<file path="config.mk">
export PLATFORM = sky130hd
export DESIGN_NAME = fpu_issue_wb
export DESIGN_NICKNAME = d
export VERILOG_FILES = /design/src/rtl/fpu_issue_wb.sv
export SDC_FILE = /design/constraint.sdc
export NUM_CORES = 1
export LEC_CHECK = 0
export ABC_AREA = 1
export BUFFER_PORTS_ARGS = -buffer_cell sky130_fd_sc_hd__buf_2
export CAP_MARGIN = 0
export CORE_ASPECT_RATIO = 0.75
export CORE_MARGIN = 2
export CORE_UTILIZATION = 35
export CTS_BUF_LIST = sky130_fd_sc_hd__clkbuf_8
export DETAILED_ROUTE_END_ITERATION = 16
export PLACE_DENSITY = 0.66
export SLEW_MARGIN = 20
export SYNTH_ARGS = -nofsm -noshare
export SYNTH_HDL_FRONTEND = slang
export SYNTH_SLANG_ARGS = --single-unit
</file>
<file path="constraint.sdc">
create_clock -name clk -period 2.33 [get_ports clk]
set_clock_uncertainty 0.15 [all_clocks]
set_input_delay 0.1165 -clock clk [delete_from_list [all_inputs] [get_ports clk]]
set_output_delay 0.1165 -clock clk [all_outputs]
set_load 0.01 [all_outputs]
</file>
<file path="src/rtl/fpu_issue_wb.sv">
// fpu_issue_wb: issue/writeback sequencer around the fixed-latency FPU pipes.
// Reserves one completion slot per cycle and queues tagged results for writeback.
module fpu_issue_wb #(
  parameter int WIDTH      = 24,
  parameter int TAG_W      = 5,
  parameter int ADD_LAT    = 3,
  parameter int MUL_LAT    = 2,
  parameter int MISC_LAT   = 1,
  parameter int FIFO_DEPTH = 4
) (
  input  logic             clk,
  input  logic             rst_n,
  input  logic             in_valid,
  output logic             in_ready,
  input  logic [WIDTH-1:0] in_a,
  input  logic [WIDTH-1:0] in_b,
  input  logic [3:0]       in_opcode,
  input  logic [TAG_W-1:0] in_tag,
  output logic [WIDTH-1:0] fpu_a,
  output logic [WIDTH-1:0] fpu_b,
  output logic [3:0]       fpu_opcode,
  input  logic [WIDTH-1:0] fpu_result,
  output logic             out_valid,
  input  logic             out_ready,
  output logic [TAG_W-1:0] out_tag,
  output logic [WIDTH-1:0] out_result,
  output logic             busy
);

  localparam int MAX_AM  = (ADD_LAT > MUL_LAT) ? ADD_LAT : MUL_LAT;
  localparam int MAX_LAT = (MAX_AM > MISC_LAT) ? MAX_AM : MISC_LAT;
  localparam int LW      = $clog2(MAX_LAT + 1);
  localparam int AW      = $clog2(FIFO_DEPTH);
  localparam int OW      = AW + 1;
  localparam int CW      = $clog2(MAX_LAT + FIFO_DEPTH + 1) + 1;

  // slot_v[k]: a result lands on fpu_result k cycles from now
  logic [MAX_LAT:0] slot_v;
  logic [TAG_W-1:0] slot_tag [MAX_LAT+1];
  logic [TAG_W-1:0] q_tag [FIFO_DEPTH];
  logic [WIDTH-1:0] q_res [FIFO_DEPTH];
  logic [AW-1:0]    wr_ptr;
  logic [AW-1:0]    rd_ptr;
  logic [OW-1:0]    occ;
  logic [LW-1:0]    in_lat;
  logic [CW-1:0]    inflight;
  logic             is_add;
  logic             is_mul;
  logic             fire;
  logic             push;
  logic             pop;
  logic             credit_ok;

  assign fpu_a      = in_a;
  assign fpu_b      = in_b;
  assign fpu_opcode = in_opcode;

  always_comb begin
    is_add = in_opcode inside {4'd0, 4'd1, 4'd2, 4'd4, 4'd8, 4'd9};
    is_mul = in_opcode == 4'd3;
    in_lat = LW'(MISC_LAT);
    unique case (1'b1)
      is_add:  in_lat = LW'(ADD_LAT);
      is_mul:  in_lat = LW'(MUL_LAT);
      default: in_lat = LW'(MISC_LAT);
    endcase
  end

  always_comb begin
    inflight = '0;
    for (int j = 0; j <= MAX_LAT; j++)
      inflight = inflight + CW'(slot_v[j]);
  end

  // every in-flight op owns a FIFO entry so a push can never overflow
  assign credit_ok = (inflight + CW'(occ)) < CW'(FIFO_DEPTH);
  assign in_ready  = rst_n && !slot_v[in_lat] && credit_ok;
  assign fire      = in_valid && in_ready;
  assign push      = slot_v[0];
  assign out_valid = occ != '0;
  assign pop       = out_valid && out_ready;
  assign out_tag    = out_valid ? q_tag[rd_ptr] : '0;
  assign out_result = out_valid ? q_res[rd_ptr] : '0;
  assign busy       = (|slot_v) || out_valid;

  always_ff @(posedge clk or negedge rst_n) begin
    if (!rst_n) begin
      slot_v <= '0;
      for (int j = 0; j <= MAX_LAT; j++)
        slot_tag[j] <= '0;
    end else begin
      slot_v <= {1'b0, slot_v[MAX_LAT:1]};
      for (int j = 0; j < MAX_LAT; j++)
        slot_tag[j] <= slot_tag[j+1];
      slot_tag[MAX_LAT] <= '0;
      if (fire) begin
        slot_v[in_lat - LW'(1)]   <= 1'b1;
        slot_tag[in_lat - LW'(1)] <= in_tag;
      end
    end
  end

  always_ff @(posedge clk or negedge rst_n) begin
    if (!rst_n) begin
      wr_ptr <= '0;
      rd_ptr <= '0;
      occ    <= '0;
      for (int i = 0; i < FIFO_DEPTH; i++) begin
        q_tag[i] <= '0;
        q_res[i] <= '0;
      end
    end else begin
      if (push) begin
        q_tag[wr_ptr] <= slot_tag[0];
        q_res[wr_ptr] <= fpu_result;
        wr_ptr        <= wr_ptr + AW'(1);
      end
      if (pop)
        rd_ptr <= rd_ptr + AW'(1);
      occ <= occ + OW'(push) - OW'(pop);
    end
  end

  assert property (@(posedge clk) disable iff (!rst_n)
    !(push && !pop && occ == OW'(FIFO_DEPTH)));

endmodule

</file>
==> results by group, run 1 <==
Detailed routing
  • DR vias/cell: 4.824
  • Wire length per cell: 14.15 microns
  • Final WL: 17,370 microns
  • Drt pass-1 iters: 5
  • Drt first-iter violations: 420
  • Detail Route Antenna Nets: 0
  • DRC viols: 0
  • Total number of vias: 5,919

Floorplan
  • DIE WIDTH: 170.4 microns
  • Standard-cell row count: 45
  • Core box area: 0.02033 sq mm
  • Initial Util: 0.3576
  • Top Ports: 169
  • Die area: 0.02195 sq mm
  • Die height: 128.8 microns

Flow run
  • Max-cap check violation count: 0

Power
  • Pint: 7144 uW
  • Pleak: 0.004149 uW
  • Sequential share of power: 0.365
  • NetSw: 4657 uW
  • Clock power share: 0.202
  • Power per cell area: 1390 mW/mm^2
  • Sw Share: 0.3946
  • Maximum VDD drop: 0.0006511 V
  • Power share of the combinational group: 0.432

Clock network
  • Skew-Pair Late Insertion Delay: 440 ps
  • CTS buffer count: 17
  • CTS clk-pin slew, worst paths: 70 ps
  • Max Buffers Root-to-Sink: 2
  • Sink Count: 147
  • CTS root buf: clkbuf_8
  • CTS tree: done
  • H-tree levels: 4

Synth
  • Ys Warns: 0
  • Yosys reg bits: 147
  • Syn avg cell area: 8.196 sq um
  • Post-Syn Area: 0.007269 sq mm
  • Synth unique cells: 30
  • Cells after Synth: 887
  • Sequential element share of the synthesized area: 0.5060

Cells and area
  • Nets@finish: 1,029
  • Fin cells: 1,227
  • Seq. cell area: 0.003681 sq mm
  • Layout cells sized above 1: 0.1587
  • Multi-input logic area: 0.002808 sq mm
  • Fill cell count: 2,072
  • Layout overhead on the synthesized area: 16.80%
  • Commonest non-fill, non-tap cell in the layout: nand2_1
  • Commonest non-fill, non-tap cells in the layout: nand2_1, o21ai_1, dfrtp_1
  • Fin util: 0.4177
  • Ant. Diodes: 0

Setup path
  • Max incr delay on CP: 540 ps
  • CP max FO: 2
  • Cell mode on critical path: nand2_1
  • Kind of critical path: reg2out
  • Required @ worst endpoint: 2060 ps
  • Critical Path AT: 2170 ps
  • CP max stage cell: fa_1
  • Critical path's top delay family: adder cells
  • CP Cell Sequence: fa_1 > ha_1 > nand2_1 > nand2_2 > a21oi_4 > nand2_1 > nor2_1 > buf_2
  • Type of element launching the critical path: flip-flop
  • WP buf/inv: 1
  • Endpoint type of the worst setup path: output pin

Global routing
  • GRT Total Usage: 0.1676
  • GR Overflow Total: 0
  • First-pass GRT wire length: 28,940 microns
  • Vias in the first global route: 5,597
  • Antenna violations before repair: 0
  • Pin count of the biggest net entering global routing: 59

Placement
  • Final GP Congestion: 0.7741
  • Port buffer count: 72
  • Worst setup slack after placement: 53.83 ps
  • Dpl cells: 1,158
  • Hpwl dp: 10,830 microns

Timing
  • Pin slew with the least headroom to its limit: 743.2 ps
  • Setup WS post-layout: -101.9 ps
  • Final Setup Violations: 1
  • Final hold viol count: 0
  • Slew HR: 0.5029
  • Maximum clock frequency: 0.4112 GHz
  • Final Max Slew Viols: 0
  • RSZ-0062 raised after global routing: yes
  • Post-layout min period: 2432 ps
  • Tcrit/Tclk final: 1.044

Run status
  • Failing checks: negative setup slack
  • Outcome: finished with violations

Worst hold path
  • Worst min path class: in2out
[path summary, 6_finish.rpt]
kind                       cells after the start  slack [ps]        start           end
setup / recovery                               8        -100    slot_v[1]      in_ready
hold / removal                                 0          80     in_a[18]     fpu_a[18]
min in group asynchronous                      3         140        rst_n     q_res[28]
max in group asynchronous                      3         810        rst_n     q_res[35]
hold reg to reg                                2         320  slot_tag[9]  slot_tag[14]
setup reg to reg                               9          20    slot_v[1]   slot_tag[5]
[through the flow]
stage	TNS (ps)	power (uW)	hold slack, ps	area, sq um
final	-101.9	11800	83.00	8491
after CTS	-182.6	11830	83.07	8444
after floorplan	0	7688	-329.1	7288
after global placement	0	9241	-167.4	7614
after detailed placement	0	9359	-168.0	7614
after global routing	-1216	12880	83.02	8491
[synthesized netlist by cell type]
master	number	area (sq um)
fa_1	2	40.04
nand3_4	1	17.52
nand2_4	1	11.26
o21ai_1	175	875.8
xor2_1	4	35.03
nor2_2	1	6.260
buf_2	28	140.1
buf_6	3	33.78
clkinv_1	1	3.750
dfrtp_1	147	3679
nand4_1	25	156.4
nand2_2	3	18.77
buf_4	53	397.9
inv_2	5	18.77
nor2_4	1	11.26
conb_1	1	3.750
a21oi_1	29	145.1
nand3_1	6	30.03
clkbuf_1	20	75.07
nand3b_1	1	7.510
nor2_1	119	446.7
nor3_2	1	10.01
nand2_1	198	743.2
a21oi_4	1	16.27
inv_1	45	168.9
nor2_8	1	20.02
buf_1	4	15.01
ha_1	9	112.6
xnor2_1	1	8.760
nand4_4	1	21.27
[area by class of cell]
| cell class | count | area share |
|---|---|---|
| clock buffer | 20 | 0.03242 |
| multi-input combinational | 589 | 0.3307 |
| inverter | 51 | 0.02314 |
| clock inverter | 11 | 0.02446 |
| timing repair buffer | 127 | 0.1142 |
| sequential | 147 | 0.4335 |
| tap | 282 | 0.04156 |
[power by group through the flow]
stage	Combinational [uW]	Sequential, uW	Clock (uW)
final	5100	4310	2390
after global routing	5830	4460	2590
after CTS	5100	4290	2440
after detailed placement	5030	4330	0
after global placement	4940	4300	0
after floorplan	3540	4150	0
[cells by family (layout without fill, tap and decap cells)]
| group | after synthesis | after routing | synth area share |
|---|---|---|---|
| compound gates | 205 | 205 | 0.1427 |
| fa+ha+maj | 11 | 11 | 0.02100 |
| simple gates | 359 | 362 | 0.2064 |
| other cells | 1 | 6 | 0.0005159 |
| xor+xnor | 5 | 5 | 0.006024 |
| flops | 147 | 147 | 0.5060 |
| buf+inv | 159 | 209 | 0.1174 |
[routing by layer]
layer	routed length (microns)	global-route usage	part of all wire	vias up
met5	0	0	0	-
met4	170	0.04123	0.0098	0
met3	1118	0.04614	0.064	17
met2	7594	0.2480	0.44	193
met1	8481	0.2437	0.49	2803
li1	-	-	-	2906
[state kept, by name (all words and copies together), names as in the netlist]
register and cells:
rd_ptr 2, slot_tag 20, wr_ptr 2, q_res 96
occ 3, slot_v 4, q_tag 20
[what timing repair did]
action,in CTS,in global routing
hold buffers,33,0
buffers inserted,2,1
hold endpoints to repair,263,0
setup endpoints to repair,1,28
gates resized for setup,1,7
cloned,0,3
pin swaps,4,7
Note: power is estimated with default switching activity, not from simulation.
==> inputs of run 2 (changes only) <==
--- a/config.mk
+++ b/config.mk
@@ -13,6 +13,7 @@
 export CORE_UTILIZATION = 35
 export CTS_BUF_LIST = sky130_fd_sc_hd__clkbuf_8
 export DETAILED_ROUTE_END_ITERATION = 16
+export HOLD_SLACK_MARGIN = 0.1
 export PLACE_DENSITY = 0.66
 export SLEW_MARGIN = 20
 export SYNTH_ARGS = -nofsm -noshare
==> run 2 against run 1 <==
  * The flow still finishes with violations (negative setup slack)
  * Sequential power is essentially flat
  * Register-to-register slack about the same
  * Critical path depth unchanged
  * Fmax down 0.16%
  * Cell area increased by 5.6%
  * Sequential cell count stayed put
  * Via count increased by 1.6%
  * Count of clock-buffer cells in the layout is the same
  * Critical path type unchanged
  * Routed wire length rose by 3.6%
  * First-iteration DRC count is 14% higher
==> results by group, run 2 (synthesis gave the netlist of run 1 again) <==
Run status
  • Outcome: finished with violations
  • Failing checks: negative setup slack

Cells and area
  • Finished layout cell area: 0.008965 sq mm
  • Layout overhead on the synthesized area: 23.32%
  • Ant. Diodes: 0
  • Nets@finish: 1,076
  • Regs by FF count: q_res: 96 flops, q_tag: 20 flops, slot_tag: 20 flops
  • Number of flip-flops in the largest register: 96
  • Most flop-heavy register: q_res
  • Commonest non-fill, non-tap cells in the layout: nand2_1, o21ai_1, dfrtp_1
  • Layout cells sized above 1: 0.1502
  • Fin cells: 1,274
  • Commonest non-fill, non-tap cell in the layout: nand2_1

Placement
  • Placed cell areas: 0.007614 sq mm
  • Final GP Congestion: 0.7741
  • Worst setup slack after placement: 53.83 ps
  • Dpl cells: 1,158
  • Port buffer count: 72
  • Hpwl dp: 10,830 microns

Worst hold path
  • Worst min path class: in2async

Global routing
  • GR Overflow Total: 0
  • First-pass GRT wire length: 29,500 microns
  • Antenna violations before repair: 0
  • GRT Total Usage: 0.1704
  • Vias in the first global route: 5,732
  • Pin count of the biggest net entering global routing: 59

Setup path
  • CP Cell Sequence: fa_1 > ha_1 > nand2_1 > nand2_2 > a21oi_4 > nand2_1 > nor2_1 > buf_2
  • Cell mode on critical path: nand2_1
  • Endpoint type of the worst setup path: output pin
  • Required @ worst endpoint: 2060 ps
  • WP buf/inv: 1
  • CP max stage cell: fa_1
  • CP max FO: 2
  • Kind of critical path: reg2out
  • Max incr delay on CP: 540 ps
  • Critical path's top delay family: adder cells
  • Type of element launching the critical path: flip-flop
  • Critical Path AT: 2170 ps

Detailed routing
  • Drt pass-1 iters: 5
  • Routed wl met2: 8114 microns
  • Wire length per cell: 14.12 microns
  • DRT met1 WL: 8560 microns
  • Final WL: 17,990 microns
  • Uppermost layer routed: met4
  • Drt first-iter violations: 479
  • Total number of vias: 6,012
  • DR vias/cell: 4.719
  • Met3 WL post-DR: 1166 microns
  • Detail Route Antenna Nets: 0
  • DRC viols: 0

Clock network
  • CTS buffer count: 17
  • Max Buffers Root-to-Sink: 2
  • Skew-Pair Late Insertion Delay: 440 ps
  • CTS tree: done
  • H-tree levels: 4
  • Sink Count: 147
  • CTS root buf: clkbuf_8
  • CTS clk-pin slew, worst paths: 80 ps

Power
  • Pint: 7197 uW
  • Sequential share of power: 0.362
  • Power per cell area: 1326 mW/mm^2
  • Sw Share: 0.3944
  • Maximum VDD drop: 0.0006504 V
  • NetSw: 4687 uW
  • Power share of the combinational group: 0.437
  • Clock power share: 0.201
  • Pleak: 0.004347 uW

Timing
  • Pin slew with the least headroom to its limit: 749.8 ps
  • Final hold viol count: 0
  • Slew HR: 0.4985
  • Post-layout min period: 2436 ps
  • Maximum clock frequency: 0.4106 GHz
  • RSZ-0062 raised after global routing: yes
  • Tcrit/Tclk final: 1.045
  • Setup WS post-layout: -105.7 ps
  • Final Max Slew Viols: 0
  • Final Setup Violations: 1
  • TNS Setup: -105.7 ps

Floorplan
  • Top Ports: 169
  • Die height: 128.8 microns
  • DIE WIDTH: 170.4 microns
  • Initial Util: 0.3576
  • Core box area: 0.02033 sq mm
  • Standard-cell row count: 45
  • Die area: 0.02195 sq mm

Flow run
  • Max-cap check violation count: 0
## run 2: cell count changes in the layout (fill, tap and decap cells not counted), sizes merged
cell         before  now
dlygate4sd3      33   81
nor2            125  124
## run 2: cell type report
| class | count | area (sq um) |
|---|---|---|
| fillers | 2033 | 11360 |
| flip-flops and latches | 147 | 3681 |
| multi-input cells | 588 | 2801 |
| repair buffers | 175 | 1450 |
| well taps | 282 | 352.8 |
| clock buffers | 20 | 275.3 |
| clock inverters | 11 | 207.7 |
| inverters | 51 | 196.4 |
## run 2: worst reg2reg max path, stage by stage (launching register included)
cell	delay, ps
dfrtp_1	400
fa_1	540
ha_1	220
nand2_1	70
nand2_2	60
a21oi_4	130
buf_4	160
nand4_4	250
nand2_1	150
nand2_1	60
## run 2: stage by stage
step / hold WS (ps) / power [uW] / util
after detailed placement: -168.0 / 9359 / 0.3746
after global placement: -167.4 / 9241 / 0.3746
after global routing: 134.1 / 12970 / 0.4411
after floorplan: -329.1 / 7688 / -
final: 140.5 / 11880 / 0.4411
after CTS: 132.1 / 11920 / 0.4391
## run 2: path summary, 6_finish.rpt
kind / from / depth (start not counted) / end / slack (ps)
min in group clk: in_opcode[0] / 8 / slot_tag[14] / 240
setup reg to reg: slot_v[1] / 9 / slot_tag[5] / 30
hold reg to reg: slot_tag[9] / 2 / slot_tag[14] / 320
max in group asynchronous: rst_n / 3 / q_res[35] / 800
setup / recovery: slot_v[1] / 8 / in_ready / -110
hold / removal: rst_n / 3 / q_res[3] / 140
## run 2: timing repair
item	CTS	global route
hold buffers	81	0
pin swaps	4	7
gates cloned	0	2
setup endpoints to repair	1	28
buffers inserted	2	1
resized for setup	1	7
hold endpoints to repair	311	0
## run 2: power groups by stage
stage	Clock, uW	Sequential (uW)	Combinational, uW
global placement	0	4300	4940
finish	2390	4310	5190
detailed placement	0	4330	5030
CTS	2440	4290	5190
global route	2590	4460	5920
floorplan	0	4150	3540
## run 2: per-layer routing
layer  GRT usage  vias to the layer above
li1            -                     2996
met1      0.2503                     2817
met2      0.2523                      185
met3     0.04276                       14
met4     0.04173                        0
met5           0                        -
